==> config.mk <==
export PLATFORM = sky130hd
export DESIGN_NAME = core_idu_pipe_flat
export DESIGN_NICKNAME = d
export VERILOG_FILES = /design/src/rtl/core_idu_pipe_if.sv /design/src/rtl/core_idu_pipe.sv /design/src/flat_wrapper.sv
export SDC_FILE = /design/constraint.sdc
export NUM_CORES = 2
export LEC_CHECK = 0
export CAP_MARGIN = 25
export CORE_AREA = 2 2 326 328
export CTS_CLUSTER_SIZE = 8
export DETAILED_ROUTE_END_ITERATION = 8
export DIE_AREA = 0 0 328 330
export GPL_TIMING_DRIVEN = 0
export PLACE_DENSITY = 0.67
export SYNTH_ARGS = -nofsm -noshare
export SYNTH_HDL_FRONTEND = slang
export SYNTH_SLANG_ARGS = --single-unit
==> constraint.sdc <==
create_clock -name clk -period 50.1 [get_ports clk]
set_input_delay 10.02 -clock clk [delete_from_list [all_inputs] [get_ports clk]]
set_output_delay 10.02 -clock clk [all_outputs]
set_load 0.005 [all_outputs]
==> src/rtl/core_idu_pipe_if.sv <==
// core_idu_pipe_if: fetch, register-file, hazard, forwarding and EX-side signals of the decode pipe
interface core_idu_pipe_if #(
    parameter int XLEN     = 64,
    parameter int PC_W     = 64,
    parameter int RF_IDX_W = 5
);
    logic                in_valid, in_ready;
    logic [PC_W-1:0]     in_pc, in_snpc;
    logic [31:0]         in_instr;
    logic [RF_IDX_W-1:0] rf_rs1_idx, rf_rs2_idx;
    logic [XLEN-1:0]     rf_rs1_data, rf_rs2_data;
    logic                ex_rd_wen, ex_is_load;
    logic [RF_IDX_W-1:0] ex_rd_idx;
    logic                mem_rd_wen;
    logic [RF_IDX_W-1:0] mem_rd_idx;
    logic [XLEN-1:0]     mem_rd_data;
    logic                flush;
    logic                out_valid, out_ready;
    logic [PC_W-1:0]     out_pc, out_snpc, out_target;
    logic [31:0]         out_instr;
    logic [XLEN-1:0]     out_imm, out_rs1_data, out_rs2_data;
    logic [RF_IDX_W-1:0] out_rd_idx;
    logic [2:0]          out_funct3;
    logic [6:0]          out_funct7;
    logic [2:0]          out_br_flags;
    logic [31:0]         stall_cnt;

    modport slave (
        input  in_valid, in_pc, in_snpc, in_instr, rf_rs1_data, rf_rs2_data,
               ex_rd_wen, ex_is_load, ex_rd_idx, mem_rd_wen, mem_rd_idx, mem_rd_data,
               flush, out_ready,
        output in_ready, rf_rs1_idx, rf_rs2_idx, out_valid, out_pc, out_snpc, out_target,
               out_instr, out_imm, out_rs1_data, out_rs2_data, out_rd_idx, out_funct3,
               out_funct7, out_br_flags, stall_cnt
    );

    modport master (
        output in_valid, in_pc, in_snpc, in_instr, rf_rs1_data, rf_rs2_data,
               ex_rd_wen, ex_is_load, ex_rd_idx, mem_rd_wen, mem_rd_idx, mem_rd_data,
               flush, out_ready,
        input  in_ready, rf_rs1_idx, rf_rs2_idx, out_valid, out_pc, out_snpc, out_target,
               out_instr, out_imm, out_rs1_data, out_rs2_data, out_rd_idx, out_funct3,
               out_funct7, out_br_flags, stall_cnt
    );
endinterface

==> src/rtl/core_idu_pipe.sv <==
// core_idu_pipe: two-slot RISC-V decode stage with immediate decode, forwarding, load-use stall and branch flags
module core_idu_pipe #(
    parameter int XLEN     = 64,
    parameter int PC_W     = 64,
    parameter int RF_IDX_W = 5
) (
    input logic           clk,
    input logic           rst,
    core_idu_pipe_if.slave bus
);
    localparam logic [6:0] OP_LOAD = 7'b0000011, OP_IMM = 7'b0010011, OP_IMM32 = 7'b0011011,
                           OP_JALR = 7'b1100111, OP_STORE = 7'b0100011, OP_BRANCH = 7'b1100011,
                           OP_LUI = 7'b0110111, OP_AUIPC = 7'b0010111, OP_JAL = 7'b1101111,
                           OP_OP = 7'b0110011, OP_OP32 = 7'b0111011;

    logic            d_valid;
    logic [PC_W-1:0] d_pc, d_snpc, target;
    logic [31:0]     d_instr, imm32;
    logic [6:0]      op;
    logic [XLEN-1:0] imm, rs1_val, rs2_val, jsum;
    logic            is_i, is_u, use_rs1, use_rs2, hazard, advance;

    assign op             = d_instr[6:0];
    assign bus.rf_rs1_idx = RF_IDX_W'(d_instr[19:15]);
    assign bus.rf_rs2_idx = RF_IDX_W'(d_instr[24:20]);
    assign is_i           = op == OP_LOAD || op == OP_IMM || op == OP_IMM32 || op == OP_JALR;
    assign is_u           = op == OP_LUI || op == OP_AUIPC;
    assign use_rs1        = !(is_u || op == OP_JAL);
    assign use_rs2        = op == OP_BRANCH || op == OP_STORE || op == OP_OP || op == OP_OP32;

    always_comb begin
        imm32 = is_i             ? {{20{d_instr[31]}}, d_instr[31:20]} :
                op == OP_STORE   ? {{20{d_instr[31]}}, d_instr[31:25], d_instr[11:7]} :
                op == OP_BRANCH  ? {{19{d_instr[31]}}, d_instr[31], d_instr[7], d_instr[30:25], d_instr[11:8], 1'b0} :
                is_u             ? {d_instr[31:12], 12'b0} :
                op == OP_JAL     ? {{11{d_instr[31]}}, d_instr[31], d_instr[19:12], d_instr[20], d_instr[30:21], 1'b0} :
                                   32'b0;
        imm = XLEN'($signed(imm32));
    end

    // MEM-stage result wins over the register file; x0 always reads zero
    assign rs1_val = bus.rf_rs1_idx == '0 ? '0 :
                     (bus.mem_rd_wen && bus.mem_rd_idx == bus.rf_rs1_idx) ? bus.mem_rd_data : bus.rf_rs1_data;
    assign rs2_val = bus.rf_rs2_idx == '0 ? '0 :
                     (bus.mem_rd_wen && bus.mem_rd_idx == bus.rf_rs2_idx) ? bus.mem_rd_data : bus.rf_rs2_data;

    assign hazard  = d_valid && bus.ex_is_load && bus.ex_rd_wen && bus.ex_rd_idx != '0 &&
                     ((use_rs1 && bus.ex_rd_idx == bus.rf_rs1_idx) || (use_rs2 && bus.ex_rd_idx == bus.rf_rs2_idx));
    assign advance      = d_valid && !hazard && (!bus.out_valid || bus.out_ready);
    assign bus.in_ready = !bus.flush && (!d_valid || advance);

    assign jsum   = rs1_val + imm;
    assign target = op == OP_JALR ? PC_W'($signed({jsum[XLEN-1:1], 1'b0})) : d_pc + PC_W'($signed(imm));

    always_ff @(posedge clk or posedge rst)
        if (rst) begin
            d_valid <= 1'b0;
            d_pc    <= '0;
            d_snpc  <= '0;
            d_instr <= '0;
        end else if (bus.flush) begin
            d_valid <= 1'b0;
        end else if (bus.in_valid && bus.in_ready) begin
            d_valid <= 1'b1;
            d_pc    <= bus.in_pc;
            d_snpc  <= bus.in_snpc;
            d_instr <= bus.in_instr;
        end else if (advance) begin
            d_valid <= 1'b0;
        end

    always_ff @(posedge clk or posedge rst)
        if (rst) begin
            bus.out_valid    <= 1'b0;
            bus.out_pc       <= '0;
            bus.out_snpc     <= '0;
            bus.out_target   <= '0;
            bus.out_instr    <= '0;
            bus.out_imm      <= '0;
            bus.out_rs1_data <= '0;
            bus.out_rs2_data <= '0;
            bus.out_rd_idx   <= '0;
            bus.out_funct3   <= '0;
            bus.out_funct7   <= '0;
            bus.out_br_flags <= '0;
        end else if (bus.flush) begin
            bus.out_valid <= 1'b0;
        end else if (advance) begin
            bus.out_valid    <= 1'b1;
            bus.out_pc       <= d_pc;
            bus.out_snpc     <= d_snpc;
            bus.out_target   <= target;
            bus.out_instr    <= d_instr;
            bus.out_imm      <= imm;
            bus.out_rs1_data <= rs1_val;
            bus.out_rs2_data <= rs2_val;
            bus.out_rd_idx   <= RF_IDX_W'(d_instr[11:7]);
            bus.out_funct3   <= d_instr[14:12];
            bus.out_funct7   <= d_instr[31:25];
            bus.out_br_flags <= {rs1_val == rs2_val, $signed(rs1_val) < $signed(rs2_val), rs1_val < rs2_val};
        end else if (bus.out_ready) begin
            bus.out_valid <= 1'b0;
        end

    always_ff @(posedge clk or posedge rst)
        if (rst) bus.stall_cnt <= '0;
        else if (hazard && bus.stall_cnt != '1) bus.stall_cnt <= bus.stall_cnt + 32'd1;
endmodule

==> src/flat_wrapper.sv <==
// flat-port wrapper written by rule: the top's interface ports become plain ports
module core_idu_pipe_flat 
#(
    parameter int XLEN     = 64,
    parameter int PC_W     = 64,
    parameter int RF_IDX_W = 5
)
  (clk, rst, bus_in_valid, bus_in_pc, bus_in_snpc, bus_in_instr, bus_rf_rs1_data, bus_rf_rs2_data, bus_ex_rd_wen, bus_ex_is_load, bus_ex_rd_idx, bus_mem_rd_wen, bus_mem_rd_idx, bus_mem_rd_data, bus_flush, bus_out_ready, bus_in_ready, bus_rf_rs1_idx, bus_rf_rs2_idx, bus_out_valid, bus_out_pc, bus_out_snpc, bus_out_target, bus_out_instr, bus_out_imm, bus_out_rs1_data, bus_out_rs2_data, bus_out_rd_idx, bus_out_funct3, bus_out_funct7, bus_out_br_flags, bus_stall_cnt);
  core_idu_pipe_if #(.XLEN(XLEN), .PC_W(PC_W), .RF_IDX_W(RF_IDX_W)) bus_i ();
  input logic clk;
  input logic rst;
  input wire logic [$bits(bus_i.in_valid)-1:0] bus_in_valid;
  input wire logic [$bits(bus_i.in_pc)-1:0] bus_in_pc;
  input wire logic [$bits(bus_i.in_snpc)-1:0] bus_in_snpc;
  input wire logic [$bits(bus_i.in_instr)-1:0] bus_in_instr;
  input wire logic [$bits(bus_i.rf_rs1_data)-1:0] bus_rf_rs1_data;
  input wire logic [$bits(bus_i.rf_rs2_data)-1:0] bus_rf_rs2_data;
  input wire logic [$bits(bus_i.ex_rd_wen)-1:0] bus_ex_rd_wen;
  input wire logic [$bits(bus_i.ex_is_load)-1:0] bus_ex_is_load;
  input wire logic [$bits(bus_i.ex_rd_idx)-1:0] bus_ex_rd_idx;
  input wire logic [$bits(bus_i.mem_rd_wen)-1:0] bus_mem_rd_wen;
  input wire logic [$bits(bus_i.mem_rd_idx)-1:0] bus_mem_rd_idx;
  input wire logic [$bits(bus_i.mem_rd_data)-1:0] bus_mem_rd_data;
  input wire logic [$bits(bus_i.flush)-1:0] bus_flush;
  input wire logic [$bits(bus_i.out_ready)-1:0] bus_out_ready;
  output wire logic [$bits(bus_i.in_ready)-1:0] bus_in_ready;
  output wire logic [$bits(bus_i.rf_rs1_idx)-1:0] bus_rf_rs1_idx;
  output wire logic [$bits(bus_i.rf_rs2_idx)-1:0] bus_rf_rs2_idx;
  output wire logic [$bits(bus_i.out_valid)-1:0] bus_out_valid;
  output wire logic [$bits(bus_i.out_pc)-1:0] bus_out_pc;
  output wire logic [$bits(bus_i.out_snpc)-1:0] bus_out_snpc;
  output wire logic [$bits(bus_i.out_target)-1:0] bus_out_target;
  output wire logic [$bits(bus_i.out_instr)-1:0] bus_out_instr;
  output wire logic [$bits(bus_i.out_imm)-1:0] bus_out_imm;
  output wire logic [$bits(bus_i.out_rs1_data)-1:0] bus_out_rs1_data;
  output wire logic [$bits(bus_i.out_rs2_data)-1:0] bus_out_rs2_data;
  output wire logic [$bits(bus_i.out_rd_idx)-1:0] bus_out_rd_idx;
  output wire logic [$bits(bus_i.out_funct3)-1:0] bus_out_funct3;
  output wire logic [$bits(bus_i.out_funct7)-1:0] bus_out_funct7;
  output wire logic [$bits(bus_i.out_br_flags)-1:0] bus_out_br_flags;
  output wire logic [$bits(bus_i.stall_cnt)-1:0] bus_stall_cnt;
  assign bus_i.in_valid = bus_in_valid;
  assign bus_i.in_pc = bus_in_pc;
  assign bus_i.in_snpc = bus_in_snpc;
  assign bus_i.in_instr = bus_in_instr;
  assign bus_i.rf_rs1_data = bus_rf_rs1_data;
  assign bus_i.rf_rs2_data = bus_rf_rs2_data;
  assign bus_i.ex_rd_wen = bus_ex_rd_wen;
  assign bus_i.ex_is_load = bus_ex_is_load;
  assign bus_i.ex_rd_idx = bus_ex_rd_idx;
  assign bus_i.mem_rd_wen = bus_mem_rd_wen;
  assign bus_i.mem_rd_idx = bus_mem_rd_idx;
  assign bus_i.mem_rd_data = bus_mem_rd_data;
  assign bus_i.flush = bus_flush;
  assign bus_i.out_ready = bus_out_ready;
  assign bus_in_ready = bus_i.in_ready;
  assign bus_rf_rs1_idx = bus_i.rf_rs1_idx;
  assign bus_rf_rs2_idx = bus_i.rf_rs2_idx;
  assign bus_out_valid = bus_i.out_valid;
  assign bus_out_pc = bus_i.out_pc;
  assign bus_out_snpc = bus_i.out_snpc;
  assign bus_out_target = bus_i.out_target;
  assign bus_out_instr = bus_i.out_instr;
  assign bus_out_imm = bus_i.out_imm;
  assign bus_out_rs1_data = bus_i.out_rs1_data;
  assign bus_out_rs2_data = bus_i.out_rs2_data;
  assign bus_out_rd_idx = bus_i.out_rd_idx;
  assign bus_out_funct3 = bus_i.out_funct3;
  assign bus_out_funct7 = bus_i.out_funct7;
  assign bus_out_br_flags = bus_i.out_br_flags;
  assign bus_stall_cnt = bus_i.stall_cnt;
  core_idu_pipe #(.XLEN(XLEN), .PC_W(PC_W), .RF_IDX_W(RF_IDX_W)) u_core (.clk(clk), .rst(rst), .bus(bus_i));
endmodule
==> results.md <==
- Largest cells by area after synthesis: dfrtp_1 (42%), nand2_1 (12%), mux2_2 (7.3%)
- Root buffer selected by CTS: clkbuf_16
- Synth Area in Adders: 0.0643
- Fraction of layout cells with a size suffix above 1: 0.0979
- Fin cells: 6311
- Cell Int Power: 1.17 mW
- Placement-stage cell area: 45000 um^2
- Compound-gate portion of the synthesized area: 0.153
- Vias in the first global route: 32.8k
- Length of routed wiring on met1: about 65000 um
- Nets in the synthesized netlist: between 4k and 5k
- Post-placement cell count: 6191
- Fraction of synthesized cell area in xor and xnor cells: 0.0483
- Post-Synthesis Cell Area: around 34000 um^2
- Reg area: 14500 um^2
- Actual transition at the worst max-transition pin: ~1.2 ns
- Element type at the critical path start: input pin
- Number of flops mapped to enable cells by yosys: 0
- Count of cells along the worst hold path: 2
- Maximum net fanout on the critical path: 4
- Unrepaired setup endpoints after global routing: no
- Per-cell via count in the routed design: ~5.3
- Routed wire length: roughly 160000 um
- Highest routed layer: met5
- Number of fillers in the final layout: about 10k
- Total global routing overflow: 0
- Total number of H-tree levels: 3
- Final ANT Viol Nets: 0
- Clock latency at the later pin of the worst-skew pair: ~0.69 ns
- Share of total power in sequential cells: 0.358
- Highest-count cells in the layout ignoring fill and taps: nand2_1 (1075), clkdlybuf4s50_1 (847), dfrtp_1 (581)
- Core outline area: about 100000 um^2
- Wire length of the first global-routing pass: roughly 230000 um
- Multi-input logic area: approximately 18000 um^2
- Multiplexer share of the synthesized area: 0.0763
- # port buffers: ~850
- Crit path capture type: primary output
- Switching power: around 590 uW
- Part of the power in the clock network: 0.317
- Setup-failing EPs final: 0
- Die width: 328 um
- Cell accounting for the most synthesized area: dfrtp_1
- Worst hold-check path type: register to register
- Total Die Area: 108000 um^2
- Fmax: roughly 0.045 GHz
- Final critical-path share of the clock period: 0.443
- Total number of vias: approximately 34k
- Nets: approximately 5.4k
- Number of hold violations in the final report: 0
- Height of the chip: 330 um
- Largest net degree at the start of global routing: between 100 and 150
- Yosys synthesis warning count: 0
- Count of hold buffers inserted by post-cts repair: 0
- Power per standard cell area: 37.1 nW/um^2
- Final worst path period need: approximately 22 ns
- Async set-or-reset flop fraction in the synthesized netlist: 1.00
- Run status: complete, no violations
- Combinational family with the most area after synthesis: simple AND/OR/NAND/NOR gates
- Worst IR Drop VDD: around 0.000026 V
- Buffers from clock root to sink, at most: 3
- Required time reported for the critical path endpoint: 40.08 ns
- Post-CTS Setup Inserts: 0
- Setup clock skew after layout: around 0.035 ns
- Number of max-slew violations in the final report: 0
- Antenna violations before repair: 9
- Top-level I/O count: between 800 and 900
- Final HPWL from detailed placement: 130000 um
- Dominant synthesized flop cell: dfrtp_1
- Setup total negative slack: 0 ns
- Area fraction in and, or, nand and nor cells after synthesis: 0.190
- CTS tree: yes
- Hold WS: ~0.46 ns
- Wire length on met3: ~14000 um
- Synthesis-to-layout area growth: 38.6%
- Post-detailed-route wirelength per cell: ~25 um
- Overall power consumption: approximately 1.8 mW
- Count of unresolved DRC violations after routing: 0
- Number of cell rows: approximately 120
- Post-route cell area: between 40000 and 50000 um^2
- Number of distinct library cell variants in the gate-level netlist after synthesis: between 90 and 100
- WS Path Type: input pin to primary output
- Total number of clock tree sinks: about 580
- Sw Ratio: 0.336
- TritonCTS buffer count: 86
- Post-synth top area share: 0.423
- Overall Global Routing Usage: 0.286
- Register bit count reported by yosys: between 500 and 600
- Met2 routed WL: about 74000 um
- Worst Path Arrival: 12.17 ns
- Path depth of the worst reg2reg path: 23
- CTS clock-pin slew for the worst setup and hold paths: 0.05 ns
- First-pass detailed-route iteration total: 6
- Most common library cell in the layout ignoring fill and taps: nand2_1
- Worst relative slew slack: 0.220
- Static leakage: roughly 21 nW
- Final weighted congestion of routability-driven global placement: about 0.97
- Sequential share of the synthesized area: 0.423
- Mean instance size in the synthesized netlist: slightly below 9 um^2
- Comb power frac: 0.325
- Synthesized instance count: around 3.9k
- Gates resized, CTS repair: 0
- Initial Util: 0.328
- Starting DRT DRC Count: roughly 2.8k
- Max cap viols: 0
[metrics by stage]
step	setup slack [ns]	util
floorplan	23.82	-
global placement	16.03	0.426
detailed placement	27.93	0.430
CTS	27.92	0.454
global route	27.80	0.454
finish	27.91	0.455
[layout make-up]
cell class / instances / area share
clock buffer: 100 / 0.0485
buffer: 274 / 0.0276
inverter: 55 / 0.00450
tap: 1391 / 0.0366
multi-input combinational: 3013 / 0.384
timing repair buffer: 878 / 0.188
antenna: 9 / 0.000473
sequential: 581 / 0.306
clock inverter: 10 / 0.00431
[Yosys cell counts, types with 12 or more instances]
cell      instances
xnor2_1         127
nand3_1          72
dfrtp_1         581
ha_1            166
a211oi_1         12
o21bai_1         33
nand2b_1         17
xor2_1           57
nand4_1          55
buf_1            13
o31ai_1          18
buf_4            62
and3_1           24
nor4_1           13
a21oi_1         255
a21o_1           73
a31oi_1          34
nor3_1           33
nor2b_1          29
and2_1           16
inv_1            55
mux2_2          223
o21ai_1          14
o21ai_0         296
nor2_1          166
clkbuf_1        183
nand2_1        1075
o21a_1           16
[sequential cells by signal (all words and copies together) (netlist names)]
signal	flops
u_core.bus.out_pc	64
u_core.bus.out_rs1_data	64
u_core.bus.stall_cnt	32
u_core.bus.out_imm	32
u_core.bus.out_snpc	64
u_core.bus.out_target	64
u_core.bus.out_valid	1
u_core.bus.out_funct3	2
u_core.d_valid	1
u_core.bus.out_rs2_data	64
u_core.bus.out_rd_idx	4
u_core.bus.out_br_flags	3
u_core.d_pc	64
u_core.bus.out_funct7	7
u_core.d_snpc	64
u_core.d_instr	32
u_core.bus.out_instr	19
[power by group through the flow]
stage	logic, mW	clock network (mW)	registers, mW
detailed placement	0.568	0	0.637
floorplan	0.248	0	0.620
finish	0.574	0.560	0.631
global placement	0.559	0	0.636
global route	0.622	0.586	0.640
CTS	0.572	0.568	0.631
[final timing paths]
kind	end	from	slack (ns)
min in group asynchronous	u_core.bus.out_snpc[51]	rst	9.93
worst max-delay path	bus_in_ready	bus_ex_rd_idx[4]	27.91
worst min register to register	u_core.bus.out_snpc[13]	u_core.d_snpc[13]	0.46
worst max register to register	u_core.bus.out_br_flags[1]	u_core.d_instr[22]	42.84
max in group asynchronous	u_core.bus.out_rs2_data[38]	rst	38.40
worst min-delay path	u_core.bus.out_snpc[13]	u_core.d_snpc[13]	0.46
[per-layer routing]
metal | GRT usage | vias up
met5 | 0 | -
met4 | 0.121 | 2
met3 | 0.0814 | 316
met2 | 0.461 | 1476
met1 | 0.359 | 16300
li1 | - | 15400
[worst max-delay path, stage by stage]
cell and delay (ns):
clkdlybuf4s50_1 0.48, xnor2_1 0.16, nand3_1 0.11, nor4_1 0.06, o21ai_0 0.26, buf_4 0.24, nand2_1 0.09, a21oi_1 0.19
clkdlybuf4s50_1 0.55
[cells by family after synthesis]
logic type,count (synthesis)
flip-flops,581
buffers and inverters,329
AND/OR/NAND/NOR,1548
XOR/XNOR,187
AO/OA/AOI/OAI,866
multiplexers,234
adder cells (fa/ha/maj),178
Note: power is estimated with default switching activity, not from simulation.
